===== src/rtl/spi_slave.sv =====
// SPI mode-0 slave: deserialises MOSI frames into rx_data, serialises the buffered tx word onto MISO.
// Latency: rx_valid pulses 3 clk after the raw final sclk rising edge (2-flop sync + edge detect).
// Backpressure: none; the master paces the link, rx_data is overwritten by the next good frame.
//
// Ports:
//   clk, nrst          system clock, synchronous active-low reset
//   sclk, ss, mosi     raw SPI inputs from the master, asynchronous to clk
//   miso               TX shift register MSB while a frame is in progress, else 0
//   tx_data, tx_load   word to return in the next frame, captured by a one-clk strobe
//   rx_data, rx_valid  last complete received word and its one-clk update pulse
//   busy               high while a frame is being shifted
//   frame_err          one-clk pulse when ss rises before a full frame has been clocked

module spi_slave #(
    parameter int DATA_W = 16
) (
    input  logic              clk,
    input  logic              nrst,
    input  logic              sclk,
    input  logic              ss,
    input  logic              mosi,
    output logic              miso,
    input  logic [DATA_W-1:0] tx_data,
    input  logic              tx_load,
    output logic [DATA_W-1:0] rx_data,
    output logic              rx_valid,
    output logic              busy,
    output logic              frame_err
);

    localparam int                CNT_W    = $clog2(DATA_W) + 1;
    localparam logic [CNT_W-1:0]  CNT_LAST = CNT_W'(DATA_W - 1);
    localparam logic [CNT_W-1:0]  CNT_ONE  = CNT_W'(1);

    typedef enum logic [1:0] {
        IDLE  = 2'd0,
        SHIFT = 2'd1,
        DONE  = 2'd2
    } state_t;

    state_t state_q;
    state_t state_d;

    // ------------------------------------------------------------------
    // Input synchronisers; the third flop on sclk/ss gives edge detection
    // ------------------------------------------------------------------
    logic sclk_s1, sclk_s2, sclk_s3;
    logic ss_s1, ss_s2, ss_s3;
    logic mosi_s1, mosi_s2;

    // settle marks when ss_s2 holds a genuinely sampled value rather than the
    // reset preset. armed is only set once ss has really been seen high, so a
    // master holding ss low across reset cannot start a frame until it
    // deselects and reselects the slave.
    logic [1:0] settle;
    logic       armed;

    always_ff @(posedge clk) begin
        if (!nrst) begin
            sclk_s1 <= 1'b0;
            sclk_s2 <= 1'b0;
            sclk_s3 <= 1'b0;
            ss_s1   <= 1'b1;
            ss_s2   <= 1'b1;
            ss_s3   <= 1'b1;
            mosi_s1 <= 1'b0;
            mosi_s2 <= 1'b0;
            settle  <= 2'b00;
            armed   <= 1'b0;
        end else begin
            sclk_s1 <= sclk;
            sclk_s2 <= sclk_s1;
            sclk_s3 <= sclk_s2;
            ss_s1   <= ss;
            ss_s2   <= ss_s1;
            ss_s3   <= ss_s2;
            mosi_s1 <= mosi;
            mosi_s2 <= mosi_s1;
            settle  <= {settle[0], 1'b1};
            if (settle[1] && ss_s2) begin
                armed <= 1'b1;
            end
        end
    end

    logic sclk_rise, sclk_fall, ss_rise, ss_fall;

    assign sclk_rise = sclk_s2 & ~sclk_s3;
    assign sclk_fall = ~sclk_s2 & sclk_s3;
    assign ss_rise   = ss_s2 & ~ss_s3;
    assign ss_fall   = ~ss_s2 & ss_s3;

    // ------------------------------------------------------------------
    // Datapath registers
    // ------------------------------------------------------------------
    logic [CNT_W-1:0]  bit_cnt;
    logic [DATA_W-1:0] rx_sr;
    logic [DATA_W-1:0] tx_sr;
    logic [DATA_W-1:0] tx_buf;
    logic [DATA_W-1:0] rx_next;

    // Control strobes decoded by the FSM
    logic start_frame;
    logic rx_shift;
    logic tx_shift;
    logic frame_done;
    logic frame_abort;

    // RX register with the bit being sampled this clk appended
    assign rx_next = {rx_sr[DATA_W-2:0], mosi_s2};

    // ------------------------------------------------------------------
    // FSM: state register
    // ------------------------------------------------------------------
    always_ff @(posedge clk) begin
        if (!nrst) begin
            state_q <= IDLE;
        end else begin
            state_q <= state_d;
        end
    end

    // ------------------------------------------------------------------
    // FSM: next state and control strobes
    // ------------------------------------------------------------------
    always_comb begin
        state_d     = state_q;
        start_frame = 1'b0;
        rx_shift    = 1'b0;
        tx_shift    = 1'b0;
        frame_done  = 1'b0;
        frame_abort = 1'b0;

        case (state_q)
            IDLE: begin
                if (ss_fall && armed) begin
                    state_d     = SHIFT;
                    start_frame = 1'b1;
                end
            end

            SHIFT: begin
                // ss wins over a coincident final sclk edge, so a frame
                // only completes if the master keeps ss low through it.
                // Completion is taken on the last rising edge itself, so the
                // counter only reaches DATA_W on the way into DONE.
                if (ss_rise) begin
                    state_d     = IDLE;
                    frame_abort = 1'b1;
                end else begin
                    if (sclk_rise) begin
                        rx_shift = 1'b1;
                        if (bit_cnt == CNT_LAST) begin
                            state_d    = DONE;
                            frame_done = 1'b1;
                        end
                    end
                    // The first falling edge after ss drops precedes any
                    // sampling edge, so the MSB must stay put until bit 0
                    // has actually been clocked.
                    if (sclk_fall && (bit_cnt != '0)) begin
                        tx_shift = 1'b1;
                    end
                end
            end

            DONE: begin
                // Surplus sclk pulses are ignored; wait for deselect.
                if (ss_rise) begin
                    state_d = IDLE;
                end
            end

            default: begin
                state_d = IDLE;
            end
        endcase
    end

    // ------------------------------------------------------------------
    // Shift registers, counter, buffers and pulse outputs
    // ------------------------------------------------------------------
    always_ff @(posedge clk) begin
        if (!nrst) begin
            bit_cnt   <= '0;
            rx_sr     <= '0;
            tx_sr     <= '0;
            tx_buf    <= '0;
            rx_data   <= '0;
            rx_valid  <= 1'b0;
            frame_err <= 1'b0;
        end else begin
            rx_valid  <= frame_done;
            frame_err <= frame_abort;

            if (start_frame) begin
                bit_cnt <= '0;
                tx_sr   <= tx_buf;
            end

            if (rx_shift) begin
                rx_sr   <= rx_next;
                bit_cnt <= bit_cnt + CNT_ONE;
            end

            if (frame_done) begin
                rx_data <= rx_next;
            end

            if (tx_shift) begin
                tx_sr <= {tx_sr[DATA_W-2:0], 1'b0};
            end

            // The buffer is frozen while shifting; the word in flight lives
            // in tx_sr and is never touched by a load.
            if (tx_load && (state_q != SHIFT)) begin
                tx_buf <= tx_data;
            end
        end
    end

    assign busy = (state_q == SHIFT);
    assign miso = (state_q == SHIFT) ? tx_sr[DATA_W-1] : 1'b0;

endmodule


===== config.mk =====
export PLATFORM = sky130hd
export DESIGN_NAME = spi_slave
export DESIGN_NICKNAME = d
export VERILOG_FILES = /design/src/rtl/spi_slave.sv
export SDC_FILE = /design/constraint.sdc
export NUM_CORES = 1
export LEC_CHECK = 0
export ABC_CLOCK_PERIOD_IN_PS = 2190
export CORE_ASPECT_RATIO = 1.1
export CORE_MARGIN = 2
export CORE_UTILIZATION = 51
export DETAILED_ROUTE_END_ITERATION = 12
export PLACE_DENSITY = 0.72
export RECOVER_POWER = 100
export SKIP_LAST_GASP = 1
export SYNTH_ARGS = -nofsm -noshare
export SYNTH_HDL_FRONTEND = slang
export SYNTH_SLANG_ARGS = --single-unit

===== constraint.sdc =====
create_clock -name clk -period 2.19 [get_ports clk]
set_input_delay 0.219 -clock clk [delete_from_list [all_inputs] [get_ports clk]]
set_output_delay 0.219 -clock clk [all_outputs]
set_load 0.02 [all_outputs]

# Yosys cells after proc, flatten, opt, wreduce, memory -nomap -nowiden
# Cells that the tools add are included.
dict set report word_totals {
  regBits 83
  output_inout_bits 20
  word_cells 74
}
dict set report classes {
  n_addsub 1
  n_eq_ne 8
  n_mux 25
  bitwise_logic 9
  n_reduce_logical 11
}
# operator count
set ops {}
lappend ops {{$mux W16} 2}
lappend ops {{$mux W1} 15}
lappend ops {{$mux W2} 5}
lappend ops {{$mux W5} 2}
lappend ops {{$ne A3 B1 Y1 const B} 2}
lappend ops {{$pmux W2 S3} 1}
lappend ops {{$add A5 B1 Y5 const B} 1}
lappend ops {{$eq A5 B4 Y1 const B} 1}
lappend ops {{$not A1 Y1} 5}
lappend ops {{$reduce_bool A5 Y1} 1}
lappend ops {{$and A1 B1 Y1} 4}
lappend ops {{$logic_and A1 B1 Y1} 4}
lappend ops {{$ne A2 B2 Y1 const B} 2}
lappend ops {{$reduce_and A4 Y1} 1}
lappend ops {{$reduce_bool A2 Y1} 2}
lappend ops {{$eq A2 B1 Y1 const B} 1}
lappend ops {{$eq A2 B2 Y1 const B} 1}
lappend ops {{$logic_not A2 Y1} 1}
lappend ops {{$ne A2 B1 Y1 const B} 1}
lappend ops {{$reduce_and A2 Y1} 1}
lappend ops {{$reduce_or A2 Y1} 1}

# Depth between registers and ports, before layout
# Gate-level depths: netlist (run 1).
dict set report depth {
  depth_word 7
  ltp_mapped 7
}

# Worst setup path before layout (run 1)
# OpenSTA, ideal clock, no wires.
dict set report synth_path {
  kind {reg-to-reg}
  from {register bit_cnt[0]}
  to {register rx_data[10]}
  setup_time_ns 0.059
  arrival_time_ns 1.602
  required_time_ns 2.131
  setup_slack_ns 0.529
  path_stages_with_launch 8
  path_buffers 1
  period_less_slack_ns 1.661
  cell_sequence {dfxtp_1 ha_1 and3_1 ha_1 inv_1 nor3_4 buf_2 a22o_1}
}
dict set report synth_via {
  elab_chain_cells 5
}
# element line_no
set synth_lines {}
lappend synth_lines {{from (decl)} 96} ;# logic [CNT_W-1:0] bit_cnt;
lappend synth_lines {{from (signal assigned)} 203} ;# bit_cnt <= bit_cnt + CNT_ONE;
lappend synth_lines {{$eq A5 B4 Y1} 153} ;# if (bit_cnt == CNT_LAST) begin
lappend synth_lines {{$mux W1} 153}
lappend synth_lines {{$mux W1} 151} ;# if (sclk_rise) begin
lappend synth_lines {{$mux W1} 147} ;# if (ss_rise) begin
lappend synth_lines {{$mux W1} 134} ;# case (state_q)
lappend synth_lines {{to (signal assigned)} 207} ;# rx_data <= rx_next;
lappend synth_lines {{to (decl)} 25} ;# output logic [DATA_W-1:0] rx_data,
# No other way between the ends.
# A chain may end at the register's enable or synchronous reset.

# Final worst setup path (run 1)
dict set report layout_path {
  from {register state_q[1]}
  to {output miso}
}
dict set report layout_via {
  elab_chain_cells 2
}
# element line_no
set layout_lines {}
lappend layout_lines {{from (decl)} 41} ;# state_t state_q;
lappend layout_lines {{from (signal assigned)} 119} ;# state_q <= state_d;
lappend layout_lines {{$eq A2 B1 Y1} 223} ;# assign miso = (state_q == SHIFT) ? tx_sr[DATA_W-1] : 1'b0;
lappend layout_lines {{$mux W1} 223}
lappend layout_lines {{to (decl)} 22} ;# output logic miso,
# No other way between the ends.

==> qor.csv, run 1 <==
metric,value,unit
setup_viol,0,
grt_usage,18.9,%
clk_latency,0.34,ns
layout-drive-gt1-share,6.27,%
yosysSeqAreaShare,55.0,%
synthToLayoutAreaGrowth,21.4,%
fp-row-count,29,
place_congestion,0.791,
fp.coreArea,0.00573,mm^2
report.final.slew_viol_count,0,
grt-ovfl-total,0,
cts_tree,done,
place_area,0.00348,mm^2
crit_path_start_kind,register,
worstPathRequired,1.97,ns
placed_cells,444,
r2r_setup_slack,0.33,ns
diodes,0,
clockBufferDepth,2,
hold_buffers,0,
crit_fanout,5,
fin_nets,403,
syn_inst,341,
min_period,1.96,ns
synthSimpleGateAreaFrac,21.0,%
cts.repair.resized,0,
routed_via_density,5.16,
cts-root-buf,clkbuf_8,
htreeDepth,3,
p_leak,1.38,nW
synth_cell_type_count,37,
fmax,511,MHz
post-place-ws,0.525,ns
grt_pass1_vias,2276,
setup_ws,0.231,ns
synth_area,0.00302,mm^2
ir_worst_vdd,0.424,mV
stdcell_count,460,
ios,42,
fp.dieH,84.7,um
grt_max_degree,32,
status,"finished, final reports clean",
wl,5480,um
dieArea,0.00656,mm^2
worstSetupPathType,register to output port,
yosys_warnings,0,
power.density,787,mW/mm^2
drtIter0Drc,88,
setup_tns,0,ns
hold_class,input pin to register,
synth_xor_area_share,0,%
synthMuxAreaShare,0.373,%
fin_skew,0.00810,ns
final.fill_count,525,
ant_nets,0,
grt_pass1_wl,9980,um
design_area,0.00367,mm^2
cp-end-kind,output port,
drc_errors,0,
port_buffers,41,
hold_violations,0,
start_util,52.7,%
cts_sinks,83,
grt_antenna_before_repair,0,
layout_commonest_cell,nand2_1,
syn_area_per_cell,8.86,um^2
firstDrtPassIters,4,
fin_crit_sh,89.4,%
synth_compound_area_share,17.9,%
final_cell_mix,"99 x nand2_1, 83 x dfxtp_1, 37 x a21oi_1, 21 x clkdlybuf4s50_1, 20 x dlygate4sd3_1",
syn_nets,366,
hpwl,3600,um
synth_top_family_by_area,simple AND/OR/NAND/NOR gates,
arrival,1.74,ns
postCtsSetupBuffers,0,
die_w,77.4,um
cts.clk_slew.worst_paths,0.08,ns
wl_per_cell,11.9,um
worst_slew_pin_slew,1.02,ns
max_cap_viol_count,0,
ys_seq_elements,83,
cts_inserted_buffers,9,
rsz0062_at_grt,false,
vias,2374,
slew_headroom,32.1,%
synth_fa_ha_area_share,1.24,%
stage by stage:
| stage | hold slack (ns) | util [%] | total power (W) |
|---|---|---|---|
| floorplan | 0.247 | - | 0.00165 |
| global route | 0.418 | 64.0 | 0.00301 |
| CTS | 0.400 | 64.7 | 0.00292 |
| detailed placement | 0.398 | 60.7 | 0.00171 |
| global placement | 0.389 | 60.7 | 0.00171 |
| finish | 0.414 | 64.0 | 0.00289 |
power by group:
| part | total, W | internal (W) | switching, W |
|---|---|---|---|
| clock | 0.00122 | 0.000703 | 0.000516 |
| combinational | 0.000119 | 0.0000581 | 0.0000613 |
| sequential | 0.00155 | 0.00154 | 0.0000129 |
| total | 0.00289 | 0.00230 | 0.000590 |
per-layer routing:
| metal | share of wire (%) | up-vias | global-route usage [%] | wire length (um) |
|---|---|---|---|---|
| met5 | 0 | - | 0 | 0 |
| met4 | 1.2 | 0 | 8.77 | 63 |
| met1 | 46 | 1090 | 22.6 | 2540 |
| met3 | 3.6 | 6 | 3.87 | 196 |
| met2 | 49 | 50 | 32.4 | 2670 |
| li1 | - | 1228 | - | - |
Yosys cell counts, drive strengths merged:
cell / number / share of area, %
nand2: 99 / 12
dfxtp: 83 / 55
a21oi: 38 / 6.7
o21ai: 17 / 2.8
a31oi: 16 / 3.3
a22o: 15 / 4.3
buf: 13 / 2.6
clkbuf: 9 / 1.2
and2: 8 / 1.7
nand3: 8 / 1.5
inv: 6 / 0.75
nand2b: 6 / 1.5
and3: 3 / 0.79
ha: 3 / 1.2
nor2: 3 / 0.46
nor3: 3 / 0.87
a211oi: 2 / 0.50
nor2b: 2 / 0.41
mux2: 1 / 0.37
nand4: 1 / 0.41
nand4bb: 1 / 0.37
o21a: 1 / 0.25
or2: 1 / 0.21
or3: 1 / 0.21
or4b: 1 / 0.33
cell families after synthesis:
group,after synthesis
AO/OA/AOI/OAI,89
adder cells (fa/ha/maj),3
buffers and inverters,28
flip-flops,83
multiplexers,1
AND/OR/NAND/NOR,137
cell type report:
type	instances	area (um^2)	share of cell area [%]
timing repair buffer	48	465	12.7
multi-input combinational	230	1190	32.5
inverter	6	22.5	0.614
tap	77	96.3	2.63
clock inverter	4	72.6	1.98
clock buffer	12	155	4.23
sequential	83	1660	45.3
critical path, cell delays in order (launching register included):
cell	delay, ns
dfxtp_1	0.35
nand2b_1	0.22
inv_2	0.11
and2_1	0.12
clkdlybuf4s50_1	0.59
worst paths after layout:
| kind | from | to | cells after the start |
|---|---|---|---|
| worst max register to register | state_q[1]$_SDFFE_PN0P_ | rx_data[11]$_SDFFE_PN0P_ | 7 |
| worst min-delay path | tx_data[8] | tx_buf[8]$_SDFFE_PN0P_ | 3 |
| worst min register to register | ss_s1$_SDFF_PN1_ | ss_s2$_SDFF_PN1_ | 1 |
| worst max-delay path | state_q[1]$_SDFFE_PN0P_ | miso | 4 |
sequential cells by signal (all words and copies together), names as in the netlist:
register and flops:
frame_err 1, mosi_s1 1, ss_s1 1, rx_valid 1, sclk_s2 1, rx_data 16, ss_s3 1, tx_sr 16
state_q 2, sclk_s3 1, bit_cnt 5, armed 1, settle 2, sclk_s1 1, mosi_s2 1, ss_s2 1
tx_buf 16, rx_sr 15
No activity file was read; power rests on OpenSTA's default activity.
==> run 2, diff against run 1 <==
--- a/config.mk
+++ b/config.mk
@@ -10,6 +10,7 @@
 export CORE_MARGIN = 2
 export CORE_UTILIZATION = 51
 export DETAILED_ROUTE_END_ITERATION = 12
+export HOLD_SLACK_MARGIN = 0.06
 export PLACE_DENSITY = 0.72
 export RECOVER_POWER = 100
 export SKIP_LAST_GASP = 1
==> results of run 2 <==
No change in the layout: final DEF, timing and power equal those of run 1.
==> run 3, diff against run 2 <==
--- a/config.mk
+++ b/config.mk
@@ -7,12 +7,13 @@
 export LEC_CHECK = 0
 export ABC_CLOCK_PERIOD_IN_PS = 2190
 export CORE_ASPECT_RATIO = 1.1
-export CORE_MARGIN = 2
 export CORE_UTILIZATION = 51
 export DETAILED_ROUTE_END_ITERATION = 12
 export HOLD_SLACK_MARGIN = 0.06
+export MAX_ROUTING_LAYER = met4
 export PLACE_DENSITY = 0.72
 export RECOVER_POWER = 100
+export SKIP_CTS_REPAIR_TIMING = 1
 export SKIP_LAST_GASP = 1
 export SYNTH_ARGS = -nofsm -noshare
 export SYNTH_HDL_FRONTEND = slang
==> run 3 against run 2 <==
Effect of this change: count of clock-buffer cells in the layout fell by 1; register-to-register slack got worse by 0.05 ns; combinational power barely moved; utilization rose by 0.11 points; clock power fell by 6%; worst setup slack got worse by 0.043 ns; sequential share of layout area fell by 0.077 points; final cell count did not move; global-route usage rose by 1.4 points; hold slack got worse by 0.0055 ns; die area fell by 4.9%; via count fell by 0.97%.
==> qor.csv, run 3 (synthesis gave the netlist of run 1 again) <==
metric,value,unit
status,"finished, final reports clean",
ir_worst_vdd,0.477,mV
power_frac_seq,54.9,%
path_delay_family,buffers and inverters,
max_stage_delay,0.64,ns
firstDrtPassIters,4,
grt_max_degree,32,
slew_headroom,32.7,%
p_leak,1.39,nW
wl_per_cell,11.4,um
post-place-ws,0.521,ns
final_cell_mix,"99 x nand2_1, 83 x dfxtp_1, 37 x a21oi_1, 21 x dlygate4sd3_1, 20 x clkdlybuf4s50_1",
htreeDepth,3,
grt-ovfl-total,0,
grt_usage,20.3,%
cts.clk_slew.worst_paths,0.08,ns
cts_tree,done,
fp.coreArea,0.00573,mm^2
clockBufferDepth,2,
fin_skew,0.00798,ns
power.total,0.00282,W
hold_violations,0,
clk_latency,0.34,ns
r2r-start,state_q[1]$_SDFFE_PN0P_,
cp_slowest_cell,dlygate4sd3_1,
hold_end,ss_s2$_SDFF_PN1_,
ant_nets,0,
diodes,0,
worstPathRequired,1.97,ns
grt_pass1_wl,9310,um
p_int,0.00223,W
stdcell_count,460,
crit_buf_inv,2,
cp-end-kind,output port,
die_w,75.4,um
switching_share,20.8,%
hold_class,register to register,
p_switching,0.000587,W
worst_slew_pin_slew,1.01,ns
p_clk_share,40.8,%
wl,5260,um
rsz0062_at_grt,false,
fmax,500,MHz
min_period,2.00,ns
arrival,1.78,ns
placed_cells,444,
drc_errors,0,
layout-drive-gt1-share,6.53,%
setup_ws,0.188,ns
cts_sinks,83,
layout_commonest_cell,nand2_1,
worst_r2r_endpoint,rx_data[6]$_SDFFE_PN0P_,
r2r_setup_slack,0.28,ns
routed_via_density,5.11,
crit_path_start_kind,register,
place_area,0.00348,mm^2
hpwl,3530,um
p_comb_share,4.3,%
dieArea,0.00624,mm^2
ios,42,
fp-row-count,29,
place_congestion,0.791,
cts_inserted_buffers,9,
drtIter0Drc,112,
grt_antenna_before_repair,0,
max_cap_viol_count,0,
largestRegisters,"rx_data: 16 flops, tx_buf: 16 flops, tx_sr: 16 flops",
design_area,0.00367,mm^2
grt_pass1_vias,2103,
synthToLayoutAreaGrowth,21.6,%
setup_tns,0,ns
path_cells,nand2b_4 > inv_2 > and2_1 > dlygate4sd3_1,
start_util,52.7,%
cts-root-buf,clkbuf_8,
port_buffers,41,
fp.dieH,82.7,um
worstHoldStart,ss_s1$_SDFF_PN1_,
holdPathStages,1,
report.final.slew_viol_count,0,
fin_nets,403,
power.density,768,mW/mm^2
fin_crit_sh,91.4,%
vias,2351,
worstSetupPathType,register to output port,
reg2regPathDepth,7,
setup_viol,0,
crit_fanout,5,
## run 3: layer usage
| metal | vias up | track usage [%] | routed length [um] |
|---|---|---|---|
| met2 | 44 | 33.1 | 2470 |
| met3 | 8 | 5.46 | 202 |
| met4 | 0 | 8.33 | 83 |
| met5 | - | - | 0 |
| li1 | 1238 | - | - |
| met1 | 1061 | 23.6 | 2500 |
## run 3: power groups by stage
stage	clock network [W]	logic, W	registers, W
after global routing	0.00124	0.000140	0.00155
after detailed placement	0	0.000125	0.00158
final	0.00115	0.000121	0.00155
after global placement	0	0.000123	0.00158
after floorplan	0	0.0000729	0.00158
after CTS	0.00118	0.000125	0.00155
## run 3: worst register-to-register path, stage by stage, from the launching register on
cell,delay (ns)
dfxtp_1,0.41
nand2b_4,0.18
inv_2,0.06
nand3_2,0.12
clkbuf_1,0.61
nor3_4,0.03
buf_4,0.21
a22o_1,0.19
## run 3: how the worst max path moves through the flow
stage                             from  slack, ns  cells after the start                  endpoint
2_1_floorplan  bit_cnt[0]$_SDFFE_PN0P_       0.53                      7  rx_data[10]$_SDFFE_PN0P_
4_1_cts        state_q[1]$_SDFFE_PN0P_       0.26                      4                      miso
5_1_grt        state_q[1]$_SDFFE_PN0P_       0.09                      4                      miso
6_report       state_q[1]$_SDFFE_PN0P_       0.19                      4                      miso
3_3_place_gp   bit_cnt[0]$_SDFFE_PN0P_       0.58                      7  rx_data[12]$_SDFFE_PN0P_
3_5_place_dp   bit_cnt[1]$_SDFFE_PN0P_       0.52                      7   rx_data[9]$_SDFFE_PN0P_
## run 3: final cells by class
| type | count | area (um^2) |
|---|---|---|
| fill | 542 | 2060 |
| inverter | 6 | 22.5 |
| clock buffer | 11 | 131 |
| tap | 77 | 96.3 |
| clock inverter | 5 | 77.6 |
| multi-input combinational | 230 | 1220 |
| sequential | 83 | 1660 |
| timing repair buffer | 48 | 460 |
## run 3: metrics by stage
| stage | hold WS, ns | util, % |
|---|---|---|
| finish | 0.408 | 64.1 |
| global route | 0.424 | 64.1 |
| CTS | 0.400 | 64.3 |
| detailed placement | 0.395 | 60.7 |
| global placement | 0.389 | 60.7 |
| floorplan | 0.247 | - |
